<file path="config.mk">
export PLATFORM = sky130hd
export DESIGN_NAME = ps2_key_event_queue
export DESIGN_NICKNAME = d
export VERILOG_FILES = /design/src/rtl/ps2_key_event_queue.sv
export SDC_FILE = /design/constraint.sdc
export NUM_CORES = 1
export LEC_CHECK = 0
export BUFFER_PORTS_ARGS = -buffer_cell sky130_fd_sc_hd__buf_2
export CORE_MARGIN = 3
export CORE_UTILIZATION = 50
export DETAILED_ROUTE_END_ITERATION = 7
export PLACE_DENSITY = 0.78
export SYNTH_ARGS = -nofsm -noshare
export SYNTH_HDL_FRONTEND = slang
export SYNTH_SLANG_ARGS = --single-unit
export TNS_END_PERCENT = 1
</file>
<file path="constraint.sdc">
create_clock -name clock -period 9.4 [get_ports clock]
set_clock_uncertainty 0.15 [all_clocks]
set_input_delay 0.47 -clock clock [delete_from_list [all_inputs] [get_ports clock]]
set_output_delay 0.47 -clock clock [all_outputs]
set_load 0.01 [all_outputs]
</file>
<file path="src/rtl/ps2_key_event_queue.sv">
// ps2_key_event_queue: turns PS/2 set-2 scan bytes into one press/release event per key action.
// Latency: the final byte of a sequence is queued at the edge ending its strobe cycle; visible next cycle.
// Backpressure: none toward the keyboard; events arriving while the queue is full are dropped and flagged.
//
// Ports:
//   clock, reset         - single clock, asynchronous active-high reset
//   scan_byte/scan_valid - received scan-code byte and its one-cycle qualifier
//   ev_pop               - consumer pops the head entry (ignored when empty)
//   ev_valid/ev_data     - queue non-empty / head entry {ext, release, code}, zero when empty
//   pixel_data_out       - head entry zero-extended to 32 bits for the processor
//   ev_count             - entries currently held
//   overflow             - sticky, set when an event was dropped because the queue was full
module ps2_key_event_queue #(
    parameter int FIFO_DEPTH     = 8,
    parameter int TIMEOUT_CYCLES = 50000
) (
    input  logic                          clock,
    input  logic                          reset,
    input  logic [7:0]                    scan_byte,
    input  logic                          scan_valid,
    input  logic                          ev_pop,
    output logic                          ev_valid,
    output logic [9:0]                    ev_data,
    output logic [31:0]                   pixel_data_out,
    output logic [$clog2(FIFO_DEPTH):0]   ev_count,
    output logic                          overflow
);

    localparam int AW = $clog2(FIFO_DEPTH);
    localparam int TW = $clog2(TIMEOUT_CYCLES + 1);

    typedef enum logic [2:0] {
        IDLE     = 3'd0,
        PRE_E0   = 3'd1,
        PRE_F0   = 3'd2,
        PRE_E0F0 = 3'd3,
        SKIP     = 3'd4
    } state_t;

    typedef struct packed {
        logic       vld;
        logic       ext;
        logic [7:0] code;
    } held_t;

    state_t         state_q, state_d;
    logic [2:0]     skip_q, skip_d;
    logic [TW-1:0]  to_q, to_d;
    held_t          held_q, held_d;

    logic           dec_vld;
    logic           dec_ext;
    logic           dec_rel;
    logic [7:0]     dec_code;
    logic           push;

    logic [AW:0]    wp_q, rp_q;
    logic [9:0]     mem_q [FIFO_DEPTH];
    logic           overflow_q;
    logic           fifo_empty;
    logic           fifo_full;
    logic           pop_eff;
    logic           push_ok;

    // Byte classification
    logic is_e0, is_f0, is_e1, is_fake, is_noise, timed_out;

    always_comb begin
        is_e0    = (scan_byte == 8'hE0);
        is_f0    = (scan_byte == 8'hF0);
        is_e1    = (scan_byte == 8'hE1);
        // E0 12 / E0 59 are the fake-shift bytes wrapped around extended keys
        is_fake  = (scan_byte == 8'h12) || (scan_byte == 8'h59);
        // Controller/keyboard responses that never represent a key
        is_noise = (scan_byte == 8'h00) || (scan_byte == 8'hAA) || (scan_byte == 8'hEE) ||
                   (scan_byte == 8'hFA) || (scan_byte == 8'hFE) || (scan_byte == 8'hFF);
        timed_out = (to_q == TW'(TIMEOUT_CYCLES));
    end

    // Decoder state register
    always_ff @(posedge clock or posedge reset) begin
        if (reset) begin
            state_q <= IDLE;
            skip_q  <= 3'd0;
            to_q    <= '0;
        end else begin
            state_q <= state_d;
            skip_q  <= skip_d;
            to_q    <= to_d;
        end
    end

    // Decoder next state
    always_comb begin
        state_d = state_q;
        skip_d  = skip_q;
        // Idle counter restarts on every byte and saturates so it never wraps back under the limit
        if (scan_valid)
            to_d = '0;
        else if (timed_out)
            to_d = to_q;
        else
            to_d = to_q + TW'(1);

        if (scan_valid) begin
            case (state_q)
                IDLE: begin
                    if (is_e0)
                        state_d = PRE_E0;
                    else if (is_f0)
                        state_d = PRE_F0;
                    else if (is_e1) begin
                        // Pause is E1 followed by seven more bytes with no release
                        state_d = SKIP;
                        skip_d  = 3'd7;
                    end
                end
                PRE_E0:   state_d = is_f0 ? PRE_E0F0 : IDLE;
                PRE_F0:   state_d = IDLE;
                PRE_E0F0: state_d = IDLE;
                SKIP: begin
                    if (skip_q <= 3'd1) begin
                        state_d = IDLE;
                        skip_d  = 3'd0;
                    end else begin
                        skip_d = skip_q - 3'd1;
                    end
                end
                default:  state_d = IDLE;
            endcase
        end else if (state_q != IDLE && timed_out) begin
            // Abandon a prefix whose follow-up byte never arrived
            state_d = IDLE;
            skip_d  = 3'd0;
        end
    end

    // Decoder output: raw event candidate for the current byte
    always_comb begin
        dec_vld  = 1'b0;
        dec_ext  = 1'b0;
        dec_rel  = 1'b0;
        dec_code = scan_byte;
        if (scan_valid) begin
            case (state_q)
                IDLE: dec_vld = !(is_e0 || is_f0 || is_e1 || is_noise);
                PRE_E0: begin
                    dec_vld = !(is_f0 || is_fake);
                    dec_ext = 1'b1;
                end
                PRE_F0: begin
                    dec_vld = 1'b1;
                    dec_rel = 1'b1;
                end
                PRE_E0F0: begin
                    dec_vld = !is_fake;
                    dec_ext = 1'b1;
                    dec_rel = 1'b1;
                end
                default: dec_vld = 1'b0;
            endcase
        end
    end

    // Typematic filter: a held key repeats makes until released; only the first make passes
    always_comb begin
        held_d = held_q;
        push   = 1'b0;
        if (dec_vld) begin
            if (!dec_rel) begin
                if (!(held_q.vld && held_q.ext == dec_ext && held_q.code == dec_code)) begin
                    push   = 1'b1;
                    held_d = '{vld: 1'b1, ext: dec_ext, code: dec_code};
                end
            end else begin
                push = 1'b1;
                if (held_q.ext == dec_ext && held_q.code == dec_code)
                    held_d.vld = 1'b0;
            end
        end
    end

    always_ff @(posedge clock or posedge reset) begin
        if (reset)
            held_q <= '0;
        else
            held_q <= held_d;
    end

    // Event FIFO: extra pointer bit distinguishes full from empty
    always_comb begin
        fifo_empty = (wp_q == rp_q);
        fifo_full  = (wp_q[AW] != rp_q[AW]) && (wp_q[AW-1:0] == rp_q[AW-1:0]);
        pop_eff    = ev_pop && !fifo_empty;
        // A pop on a full queue frees the head slot in time for this cycle's write
        push_ok    = push && (!fifo_full || pop_eff);
    end

    always_ff @(posedge clock or posedge reset) begin
        if (reset) begin
            wp_q       <= '0;
            rp_q       <= '0;
            overflow_q <= 1'b0;
            for (int i = 0; i < FIFO_DEPTH; i++)
                mem_q[i] <= '0;
        end else begin
            if (push_ok) begin
                mem_q[wp_q[AW-1:0]] <= {dec_ext, dec_rel, dec_code};
                wp_q                <= wp_q + 1'b1;
            end
            if (pop_eff)
                rp_q <= rp_q + 1'b1;
            if (push && !push_ok)
                overflow_q <= 1'b1;
        end
    end

    always_comb begin
        ev_valid       = !fifo_empty;
        ev_data        = fifo_empty ? 10'd0 : mem_q[rp_q[AW-1:0]];
        pixel_data_out = {22'd0, ev_data};
        ev_count       = wp_q - rp_q;
        overflow       = overflow_q;
    end

endmodule
</file>
Word level (Yosys, flattened, before mapping). Index checks and enable logic that the tools add are counted.

Add/sub/neg operators: 5. $lt $le $gt $ge: 4. Eq/ne operators: 29. Muxes and demuxes: 35. Bitwise operators: 4. Reduce and logical (&&, ||, !) cells: 36.

Operators with widths (number): $bwmux W80 (1); $eq A8 B8 Y1 const B (8); $mux W10 (5); $mux W3 (11); $mux W16 (2); $bmux W10 S3 (1); $demux W10 S3 (1); $add A16 B1 Y16 const B (1); $eq A16 B16 Y1 const B (1); $ne A3 B3 Y1 const B (4); $logic_or A1 B1 Y1 (11); $mux W1 (10); $logic_and A1 B1 Y1 (9); $pmux W3 S3 (1); $reduce_and A3 Y1 (3); $add A4 B1 Y4 const B (2); $eq A8 B5 Y1 const B (1); $eq A8 B7 Y1 const B (1); $eq A8 B8 Y1 (1); $ge A4 B4 Y1 const B (2); $logic_not A8 Y1 (1); $not A3 Y4 (2); $eq A3 B2 Y1 const B (2); $logic_not A1 Y1 (6); other kinds (23) (26).

Register bits after elaboration: 121.

Longest topological paths before layout. Gate-level depths: netlist (run 1).

Depth in word-level cells: 14. Gate-level depth with buffers: 12. Gate-level depth less buffers: 8.

Least setup slack after synthesis (run 1). No wires, ideal clock.

Path type: register to register. Start point: register rp_q[1]. End point: register mem_q[0] (netlist name). Library setup time: 0.125 ns. Arrival: 3.058 ns. Slack: 6.067 ns. Stages on the path, launching flop included: 12. Path buffers: 4. Period minus slack after synthesis: 3.333 ns. Cell sequence: dfrtp_1 -> clkbuf_1 -> clkbuf_1 -> buf_1 -> inv_1 -> ha_1 -> nand3_1 -> or3_1 -> and4_1 -> nand4b_1 -> buf_4 -> mux2_2.

Cells in the longest elaborated chain, start to end: 5. Elaborated cells between the ends (all ways): 8.

RTL lines: start, declared (RTL line 57) `logic [AW:0] wp_q, rp_q;`; start signal, assigned (RTL line 212) `rp_q <= rp_q + 1'b1;`; $eq A4 B4 Y1 or $eq A3 B3 Y1 (tied branches) (RTL line 192, 193); $logic_not A1 Y1 or $logic_and A1 B1 Y1 (tied branches) (RTL line 194, 193); $logic_and A1 B1 Y1 or $logic_not A1 Y1 (tied branches) (RTL line 194, 196); $logic_or A1 B1 Y1 (*) (RTL line 196) `push_ok = push && (!fifo_full || pop_eff);`; $logic_and A1 B1 Y1 (*) (RTL line 196); end signal, assigned by index (RTL line 208) `mem_q[wp_q[AW-1:0]] <= {dec_ext, dec_rel, dec_code};`; end, declared (RTL line 58) `logic [9:0] mem_q [FIFO_DEPTH];`.

Mark *: on every way between the ends. The rest lies on a longest branch, timed or not. A chain may end at the register's enable or synchronous reset.

Worst setup path after layout (run 1).
Start point: register rp_q[2]. End point: output port pixel_data_out[2].

Cells in the longest elaborated chain, start to end: 5. Elaborated cells between the ends (all ways): 6.

RTL lines: $not A3 Y4 (not written as such) (RTL line 220) `ev_data = fifo_empty ? 10'd0 : mem_q[rp_q[AW-1:0]];`; $bmux W10 S3 (RTL line 220); $mux W10 (not written as such) (2 in series) (RTL line 220); $mux W10 (*) (RTL line 220); end, declared (RTL line 24) `output logic [31:0] pixel_data_out,`.

Mark *: on every way between the ends. The rest lies on a longest branch, timed or not. The select of a mux whose other input is x is not followed.

==> results of run 1 <==
cells by family after synthesis:
kind of cell | after synthesis | synth area share
adders and majority gates | 10 | 0.0205
xor gates and xnor gates | 30 | 0.0411
and+or+nand+nor | 131 | 0.113
buffers and inverters | 81 | 0.0724
other | 1 | 0.000586
AOI/OAI and AO/OA | 41 | 0.0421
muxes | 111 | 0.237
DFF | 121 | 0.473
cells in the final DEF (no fill, tap or decap), drive strengths merged, types with 10 or more instances in the layout:
cell type / instances
dfrtp: 121
mux2: 91
buf: 40
nand2: 33
nor2: 27
inv: 23
conb: 22
mux4: 20
xor2: 20
clkbuf: 18
a21oi: 16
nand3: 14
xnor2: 10
cell type report:
class / instances / area [sq um]
clock inverter: 14 / 159
clock buffer: 18 / 439
multi-input combinational: 345 / 2990
tap: 168 / 210
fill: 973 / 5160
sequential: 121 / 3030
timing repair buffer: 40 / 208
inverter: 16 / 62.6
power groups by stage:
| stage | Clock [mW] | Sequential, mW | Combinational [mW] |
|---|---|---|---|
| final | 0.654 | 0.799 | 0.884 |
| after global routing | 0.685 | 0.818 | 0.962 |
| after CTS | 0.662 | 0.798 | 0.890 |
| after detailed placement | 0 | 0.804 | 0.880 |
| after global placement | 0 | 0.788 | 0.858 |
| after floorplan | 0 | 0.768 | 0.698 |
routing by layer:
metal / wire (um) / vias to the layer above / track usage
li1: - / 1848 / -
met1: 5830 / 2117 / 0.257
met2: 6650 / 110 / 0.329
met3: 676 / 27 / 0.0503
met4: 291 / 0 / 0.0847
met5: 0 / - / 0
metrics by stage:
| stage | setup WS [ns] | cell area (sq um) | hold WS, ns |
|---|---|---|---|
| 3_3_place_gp | 5.98 | 6500 | 0.331 |
| 5_1_grt | 5.67 | 7100 | 0.0616 |
| 4_1_cts | 5.90 | 7100 | 0.0186 |
| 3_5_place_dp | 5.86 | 6500 | 0.336 |
| 2_1_floorplan | 5.57 | 6470 | 0.312 |
| 6_report | 5.90 | 7100 | 0.00186 |
path summary, 6_finish.rpt:
check / from / end / slack, ns / cells past startpoint
setup / recovery: rp_q[2] / pixel_data_out[2] / 5.90 / 6
hold / removal: reset / to_q[4] / 0.002 / 2
setup reg to reg: rp_q[2] / mem_q[34] / 6.00 / 7
hold reg to reg: rp_q[3] / rp_q[3] / 0.34 / 1
max in group asynchronous: reset / mem_q[31] / 7.81 / 3
min in group clock: ev_pop / rp_q[2] / 0.23 / 3
flip-flops by register name (all words and copies together), names as in the netlist:
register / count
mem_q: 80
to_q: 16
held_q: 10
rp_q: 4
wp_q: 4
skip_q: 3
state_q: 3
overflow: 1
==> impl_metrics.env, run 1 <==
export IMPL_cp_data_required_time_ns=8.78
export IMPL_grt_pass1_wl_um=22300
export IMPL_holdBufCountCts=0
export IMPL_grt_pass1_vias=4296
export IMPL_numCtsBuffers=17
export IMPL_power_switching_share=0.343
export IMPL_die_w_um=119
export IMPL_clock_fmax_ghz=0.286
export IMPL_cpMaxStageDelayCell="nor2b_1"
export IMPL_cp_cell_sequence="inv_1, ha_1, nand3_1, nor2b_1, a21oi_1, buf_2"
export IMPL_cts_tree="built"
export IMPL_core_area_sq_um=12300
export IMPL_synth_area_leaders="dfrtp_1 (47%), mux2_2 (14%), mux4_2 (7.0%), buf_4 (4.1%), xor2_1 (2.7%)"
export IMPL_clockBufferDepth=2
export IMPL_drv_slew=0
export IMPL_gp_congestion=0.835
export IMPL_powerDensity_nw_per_um2=329
export IMPL_ys_types=57
export IMPL_leakage_nw=3.19
export IMPL_syn_cell_area_sq_um=6400
export IMPL_stdcell_count=722
export IMPL_vias=4102
export IMPL_clk_pin_slew_worst_paths_ns=0.06
export IMPL_period_share=0.372
export IMPL_ys_ff_latch=121
export IMPL_yosysTopAreaCell="dfrtp_1"
export IMPL_cts_sinks=121
export IMPL_power_mw=2.34
export IMPL_p_int_mw=1.54
export IMPL_htreeDepth=4
export IMPL_ys_async_sr_fraction=1.00
export IMPL_grt_util_all_layers=0.202
export IMPL_grt_max_degree=70
export IMPL_hpwl_um=8820
export IMPL_pwr_share_seq=0.342
export IMPL_wl_per_cell_um=18.6
export IMPL_arrival_ns=2.88
export IMPL_combPwrFrac=0.378
export IMPL_synth_area_per_cell_sq_um=12.2
export IMPL_dominantRegCellSynth="dfrtp_1"
export IMPL_ir_worst_vdd_uv=200
export IMPL_path_buf_inv=2
export IMPL_die_y_um=119
export IMPL_cts_resized=0
export IMPL_worstPathMaxFanout=13
export IMPL_io_buffers=37
export IMPL_antenna_found_initial=0
export IMPL_dr_pass1_iters=4
export IMPL_setup_viol=0
export IMPL_run_status="finished clean"
export IMPL_synth_common_cells="dfrtp_1 (121), mux2_2 (81), buf_4 (35)"
export IMPL_layout_drive_gt1_share=0.348
export IMPL_seq_area_frac_synth=0.473
export IMPL_syn_to_final_growth_pct=11.0
export IMPL_via_per_inst=5.68
export IMPL_ant_nets=0
export IMPL_cts_root_buf="clkbuf_16"
export IMPL_yosys_warnings=0
export IMPL_slowest_delay_ns=0.63
export IMPL_drtIter0Drc=250
export IMPL_max_slew_margin=0.220
export IMPL_rsz0062_at_grt="false"
export IMPL_maxCapViolCount=0
export IMPL_num_rows=40
export IMPL_cts_post_setup_buffers_inserted=0
export IMPL_synth_top_area_frac=0.473
export IMPL_start_kind="flip-flop"
export IMPL_grt_ovfl_total=0
export IMPL_min_period_ns=3.50
export IMPL_die_area_sq_um=14200
export IMPL_wl_um=13400
export IMPL_placed_cells=690
export IMPL_diodes=0
export IMPL_drc=0
export IMPL_path_class="flip-flop to output pin"
export IMPL_start_util=0.522
export IMPL_io_pins=60
export IMPL_tns_ns=0
export IMPL_clkPwrFrac=0.280
export IMPL_worst_pin_slew_ns=1.17
export IMPL_post_synth_top_count_cell="dfrtp_1"
export IMPL_synth_edf_count=0
export IMPL_crit_family="simple AND/OR/NAND/NOR gates"
export IMPL_power_switching_mw=0.801
export IMPL_fin_util=0.579
export IMPL_synth_cells=526
export IMPL_clk_latency_ns=0.42
export IMPL_hold_viol=0
export IMPL_endpoint_kind="output pin"
export IMPL_final_nets=562
export IMPL_hold_path_class="primary input to async pin"
Power figures use the tool's default switching activity.
==> inputs of run 2 (changes only) <==
==> constraint.sdc (replaced) <==
create_clock -name clock -period 3.33 [get_ports clock]
set_clock_uncertainty 0.15 [all_clocks]
set_input_delay 0.1665 -clock clock [delete_from_list [all_inputs] [get_ports clock]]
set_output_delay 0.1665 -clock clock [all_outputs]
set_load 0.01 [all_outputs]
==> run 2 against run 1 <==
  * Combinational power rose to 2.8 times the previous value
  * Non-clock buffer count increased by 10
  * Hold slack improved by 0.040 ns
  * Via count down 0.34%
  * Critical endpoint is now mem_q[45]
  * Critical path depth rose by 2
  * Sequential power grew to 2.8 times the previous value
  * Utilization is 0.49 points higher
  * Largest power group unchanged
==> impl_metrics.env, run 2 (synthesis gave the netlist of run 1 again) <==
export IMPL_endpoint_kind="flip-flop"
export IMPL_leakage_nw=3.23
export IMPL_htreeDepth=4
export IMPL_ant_nets=0
export IMPL_setup_viol=0
export IMPL_powerDensity_nw_per_um2=905
export IMPL_path_class="flip-flop to flip-flop"
export IMPL_wl_um=13400
export IMPL_clk_pin_slew_worst_paths_ns=0.06
export IMPL_drv_slew=0
export IMPL_grt_pass1_wl_um=22300
export IMPL_grt_pass1_vias=4221
export IMPL_core_area_sq_um=12300
export IMPL_period_share=0.894
export IMPL_diodes=0
export IMPL_hold_path_class="primary input to flip-flop"
export IMPL_holdPathStages=2
export IMPL_cts_resized=0
export IMPL_hold_viol=0
export IMPL_grt_util_all_layers=0.201
export IMPL_min_period_ns=2.98
export IMPL_hp_start="scan_valid"
export IMPL_num_rows=40
export IMPL_vias=4088
export IMPL_antenna_found_initial=0
export IMPL_die_w_um=119
export IMPL_worst_pin_slew_ns=0.692
export IMPL_tns_ns=0
export IMPL_slowest_delay_ns=0.60
export IMPL_fin_util=0.584
export IMPL_run_status="finished clean"
export IMPL_holdBufCountCts=2
export IMPL_cp_data_required_time_ns=3.48
export IMPL_top_register="mem_q"
export IMPL_start_kind="flip-flop"
export IMPL_rsz0062_at_grt="false"
export IMPL_die_area_sq_um=14200
export IMPL_ir_worst_vdd_uv=453
export IMPL_largest_reg_flops=80
export IMPL_rrSetupSlack_ns=0.35
export IMPL_cts_sinks=121
export IMPL_io_buffers=37
export IMPL_largest_registers="mem_q: 80 flops, to_q: 16 flops, held_q: 10 flops"
export IMPL_arrival_ns=3.13
export IMPL_via_per_inst=5.59
export IMPL_die_y_um=119
export IMPL_cts_root_buf="clkbuf_16"
export IMPL_numCtsBuffers=17
export IMPL_syn_to_final_growth_pct=11.9
export IMPL_clockBufferDepth=2
export IMPL_reg2reg_to="mem_q[45]"
export IMPL_final_nets=572
export IMPL_reg2regPathDepth=8
export IMPL_power_mw=6.48
export IMPL_grt_max_degree=66
export IMPL_start_util=0.522
export IMPL_r2r_start="wp_q[0]"
export IMPL_io_pins=60
export IMPL_drtIter0Drc=289
export IMPL_dr_pass1_iters=5
export IMPL_gp_congestion=0.807
export IMPL_maxCapViolCount=0
export IMPL_hpwl_um=8870
export IMPL_drc=0
export IMPL_cpMaxStageDelayCell="nand4b_1"
export IMPL_wl_per_cell_um=18.4
export IMPL_clk_latency_ns=0.42
export IMPL_layout_drive_gt1_share=0.348
export IMPL_layout_common_cells="dfrtp_1 (121), mux2_2 (81), buf_2 (37)"
export IMPL_cts_tree="built"
export IMPL_layout_commonest_cell="dfrtp_1"
export IMPL_cp_cell_sequence="inv_1, ha_1, nand3_1, or3_1, nand2_1, nor3_1, nand4b_1, mux2_2"
export IMPL_max_slew_margin=0.536
export IMPL_hold_end="to_q[9]"
export IMPL_grt_ovfl_total=0
export IMPL_clock_fmax_ghz=0.336
export IMPL_hold_ws_ns=0.0418
export IMPL_cts_post_setup_buffers_inserted=0
export IMPL_worstPathMaxFanout=10
[run 2: power by group]
part | switching (mW) | leakage (nW) | internal [mW] | total [mW]
Sequential | 0.284 | 1.51 | 1.95 | 2.24
Clock | 0.626 | 0.277 | 1.13 | 1.76
Combinational | 1.21 | 1.43 | 1.28 | 2.48
Total | 2.12 | 3.23 | 4.36 | 6.48
[run 2: critical path: cells and delay by family (launching register included)]
kind,cells,cell delay (ns)
adders and majority gates,1,0.33
buffers and inverters,1,0.13
DFF,1,0.44
muxes,1,0.51
and+or+nand+nor,5,1.30
[run 2: layer usage]
metal | part of all wire | GRT usage
met1 | 0.44 | 0.270
met2 | 0.48 | 0.322
met3 | 0.062 | 0.0475
met4 | 0.018 | 0.0710
met5 | 0 | 0
[run 2: final cells by class]
| type | instances | area (sq um) |
|---|---|---|
| fill | 937 | 5100 |
| sequential | 121 | 3030 |
| multi-input combinational | 345 | 2990 |
| clock buffer | 23 | 468 |
| timing repair buffer | 50 | 300 |
| tap | 168 | 210 |
| clock inverter | 8 | 96.3 |
| inverter | 16 | 63.8 |
[run 2: worst max path at each step]
stage	startpoint	end	slack [ns]	cells after the start
after global routing	wp_q[0]	mem_q[50]	0.17	8
after global placement	scan_byte[4]	mem_q[50]	0.34	7
final	wp_q[0]	mem_q[45]	0.35	8
after floorplan	rp_q[1]	mem_q[0]	-0.003	11
after CTS	wp_q[0]	mem_q[45]	0.39	8
after detailed placement	scan_byte[3]	mem_q[50]	0.30	7
[run 2: stage by stage]
stage          std cells  setup slack, ns  cell area (sq um)
2_1_floorplan        547         -0.00294               6480
3_3_place_gp         698            0.345               6570
3_5_place_dp         698            0.301               6570
4_1_cts              731            0.387               7160
5_1_grt              731            0.166               7160
6_report             731            0.351               7160
==> inputs of run 3 (changes only) <==
--- a/config.mk
+++ b/config.mk
@@ -6,10 +6,11 @@
 export NUM_CORES = 1
 export LEC_CHECK = 0
 export BUFFER_PORTS_ARGS = -buffer_cell sky130_fd_sc_hd__buf_2
-export CORE_MARGIN = 3
 export CORE_UTILIZATION = 50
 export DETAILED_ROUTE_END_ITERATION = 7
+export MAX_ROUTING_LAYER = met4
 export PLACE_DENSITY = 0.78
+export SETUP_SLACK_MARGIN = 0.4
 export SYNTH_ARGS = -nofsm -noshare
 export SYNTH_HDL_FRONTEND = slang
 export SYNTH_SLANG_ARGS = --single-unit
==> run 3 against run 2 <==
  * Combinational power barely moved
  * Flip-flop and latch count is the same
  * Non-clock buffer count is 1 higher
  * Critical path depth did not move
  * Worst setup slack gained 0.0011 ns
  * Clock power up 6%
  * Die area down 6.6%
  * Global-route usage up 2.4 points
  * Final cell count up 0.14%
  * Final area up 0.66%
  * Maximum frequency about the same
==> impl_metrics.env, run 3 (synthesis gave the netlist of run 1 again) <==
export IMPL_antenna_found_initial=0
export IMPL_syn_to_final_growth_pct=12.6
export IMPL_fin_ws_ns=0.352
export IMPL_grt_pass1_vias=4158
export IMPL_io_pins=60
export IMPL_clock_fmax_ghz=0.336
export IMPL_worst_pin_slew_ns=0.673
export IMPL_fin_area_sq_um=7200
export IMPL_arrival_ns=3.12
export IMPL_path_buf_inv=1
export IMPL_reg2reg_to="mem_q[72]"
export IMPL_hold_viol=0
export IMPL_leakage_nw=3.24
export IMPL_clk_pin_slew_worst_paths_ns=0.05
export IMPL_top_register="mem_q"
export IMPL_dr_pass1_iters=4
export IMPL_cts_sinks=121
export IMPL_nFillCells=969
export IMPL_worstPathMaxFanout=10
export IMPL_startpoint="wp_q[0]"
export IMPL_core_area_sq_um=12300
export IMPL_setup_viol=0
export IMPL_crit_family="simple AND/OR/NAND/NOR gates"
export IMPL_layout_drive_gt1_share=0.353
export IMPL_layout_common_cells="dfrtp_1 (121), mux2_2 (81), buf_2 (37)"
export IMPL_numCtsBuffers=17
export IMPL_r2r_start="wp_q[0]"
export IMPL_layout_commonest_cell="dfrtp_1"
export IMPL_reg2regPathDepth=8
export IMPL_grt_pass1_wl_um=21600
export IMPL_num_rows=40
export IMPL_ir_worst_vdd_uv=413
export IMPL_largest_registers="mem_q: 80 flops, to_q: 16 flops, held_q: 10 flops"
export IMPL_cp_data_required_time_ns=3.47
export IMPL_grt_max_degree=122
export IMPL_cts_tree="built"
export IMPL_die_w_um=115
export IMPL_drtIter0Drc=410
export IMPL_path_class="flip-flop to flip-flop"
export IMPL_drc=0
export IMPL_wl_per_cell_um=17.9
export IMPL_cp_depth=8
export IMPL_via_per_inst=5.64
export IMPL_drv_slew=0
export IMPL_die_y_um=115
export IMPL_powerDensity_nw_per_um2=918
export IMPL_cpMaxStageDelayCell="and4b_1"
export IMPL_die_area_sq_um=13200
export IMPL_clockBufferDepth=2
export IMPL_run_status="finished clean"
export IMPL_slowest_delay_ns=0.66
export IMPL_min_period_ns=2.98
export IMPL_vias=4127
export IMPL_endpoint="mem_q[72]"
export IMPL_endpoint_kind="flip-flop"
export IMPL_hold_path_class="primary input to flip-flop"
export IMPL_gp_congestion=0.813
export IMPL_rsz0062_at_grt="true"
export IMPL_fin_util=0.588
export IMPL_start_kind="flip-flop"
export IMPL_placed_cell_area_sq_um=6570
export IMPL_diodes=0
export IMPL_cts_root_buf="clkbuf_16"
export IMPL_htreeDepth=4
export IMPL_start_util=0.522
export IMPL_io_buffers=37
export IMPL_hpwl_um=8500
export IMPL_grt_ovfl_total=0
export IMPL_final_nets=573
export IMPL_grt_util_all_layers=0.226
export IMPL_cp_cell_sequence="inv_1, ha_1, nand3_1, or3_1, nand2_1, nor3_1, and4b_1, mux2_2"
export IMPL_period_share=0.894
export IMPL_maxCapViolCount=0
export IMPL_max_slew_margin=0.552
export IMPL_clk_latency_ns=0.41
export IMPL_largest_reg_flops=80
export IMPL_place_ws_ns=0.368
export IMPL_ant_nets=0
export IMPL_hold_ws_ns=0.0310
export IMPL_wl_um=13100
export IMPL_rrSetupSlack_ns=0.35
## run 3: cell types whose count changed in the layout (fill, tap and decap cells not counted)
| cell | delta |
|---|---|
| buf_4 | +1 |
| bufinv_16 | +1 |
| clkinv_2 | -3 |
| inv_6 | +1 |
| clkinv_4 | +1 |
| clkinvlp_4 | +2 |
| clkbuf_1 | -2 |
## run 3: how the worst min path moves through the flow
| stage | from | to | slack (ns) | cells after the start |
|---|---|---|---|---|
| final | scan_valid | to_q[6] | 0.03 | 2 |
| after global routing | scan_valid | to_q[3] | 0.04 | 2 |
| after CTS | scan_valid | to_q[3] | 0.02 | 2 |
| after detailed placement | reset | to_q[5] | 0.26 | 3 |
| after global placement | reset | to_q[5] | 0.25 | 3 |
| after floorplan | ev_pop | rp_q[2] | 0.18 | 2 |
## run 3: power by group
part / internal (mW) / total (mW) / switching [mW]
clock network: 1.21 / 1.86 / 0.645
registers: 1.95 / 2.24 / 0.291
logic: 1.28 / 2.51 / 1.23
total: 4.45 / 6.61 / 2.16
## run 3: what timing repair did
item                                    4_1_cts  5_1_grt
endpoints found under the setup margin        0       45
buffers inserted                              0        1
gates resized for setup                       0        0
hold endpoints to repair                    123        0
hold buffers                                  2        0
## run 3: cell type report
cell class / count / area, sq um / share of cell area
clock buffers: 21 / 460 / 0.0639
clock inverters: 10 / 144 / 0.0200
inverters: 16 / 63.8 / 0.00886
multi-input cells: 345 / 2990 / 0.415
flip-flops and latches: 121 / 3030 / 0.420
well taps: 168 / 210 / 0.0292
repair buffers: 51 / 308 / 0.0427
## run 3: metrics by stage
step                      TNS, ns  cells  power, mW
after floorplan           -0.0265    547       4.14
after global placement          0    698       4.66
after detailed placement        0    698       4.76
after CTS                       0    731       6.65
after global routing            0    732       7.01
final                           0    732       6.61
## run 3: per-layer routing
layer	vias up	routed length (um)	track usage
met3	10	541	0.0554
met4	0	153	0.0805
met2	117	6340	0.344
met5	-	0	-
li1	1868	-	-
met1	2132	6040	0.295
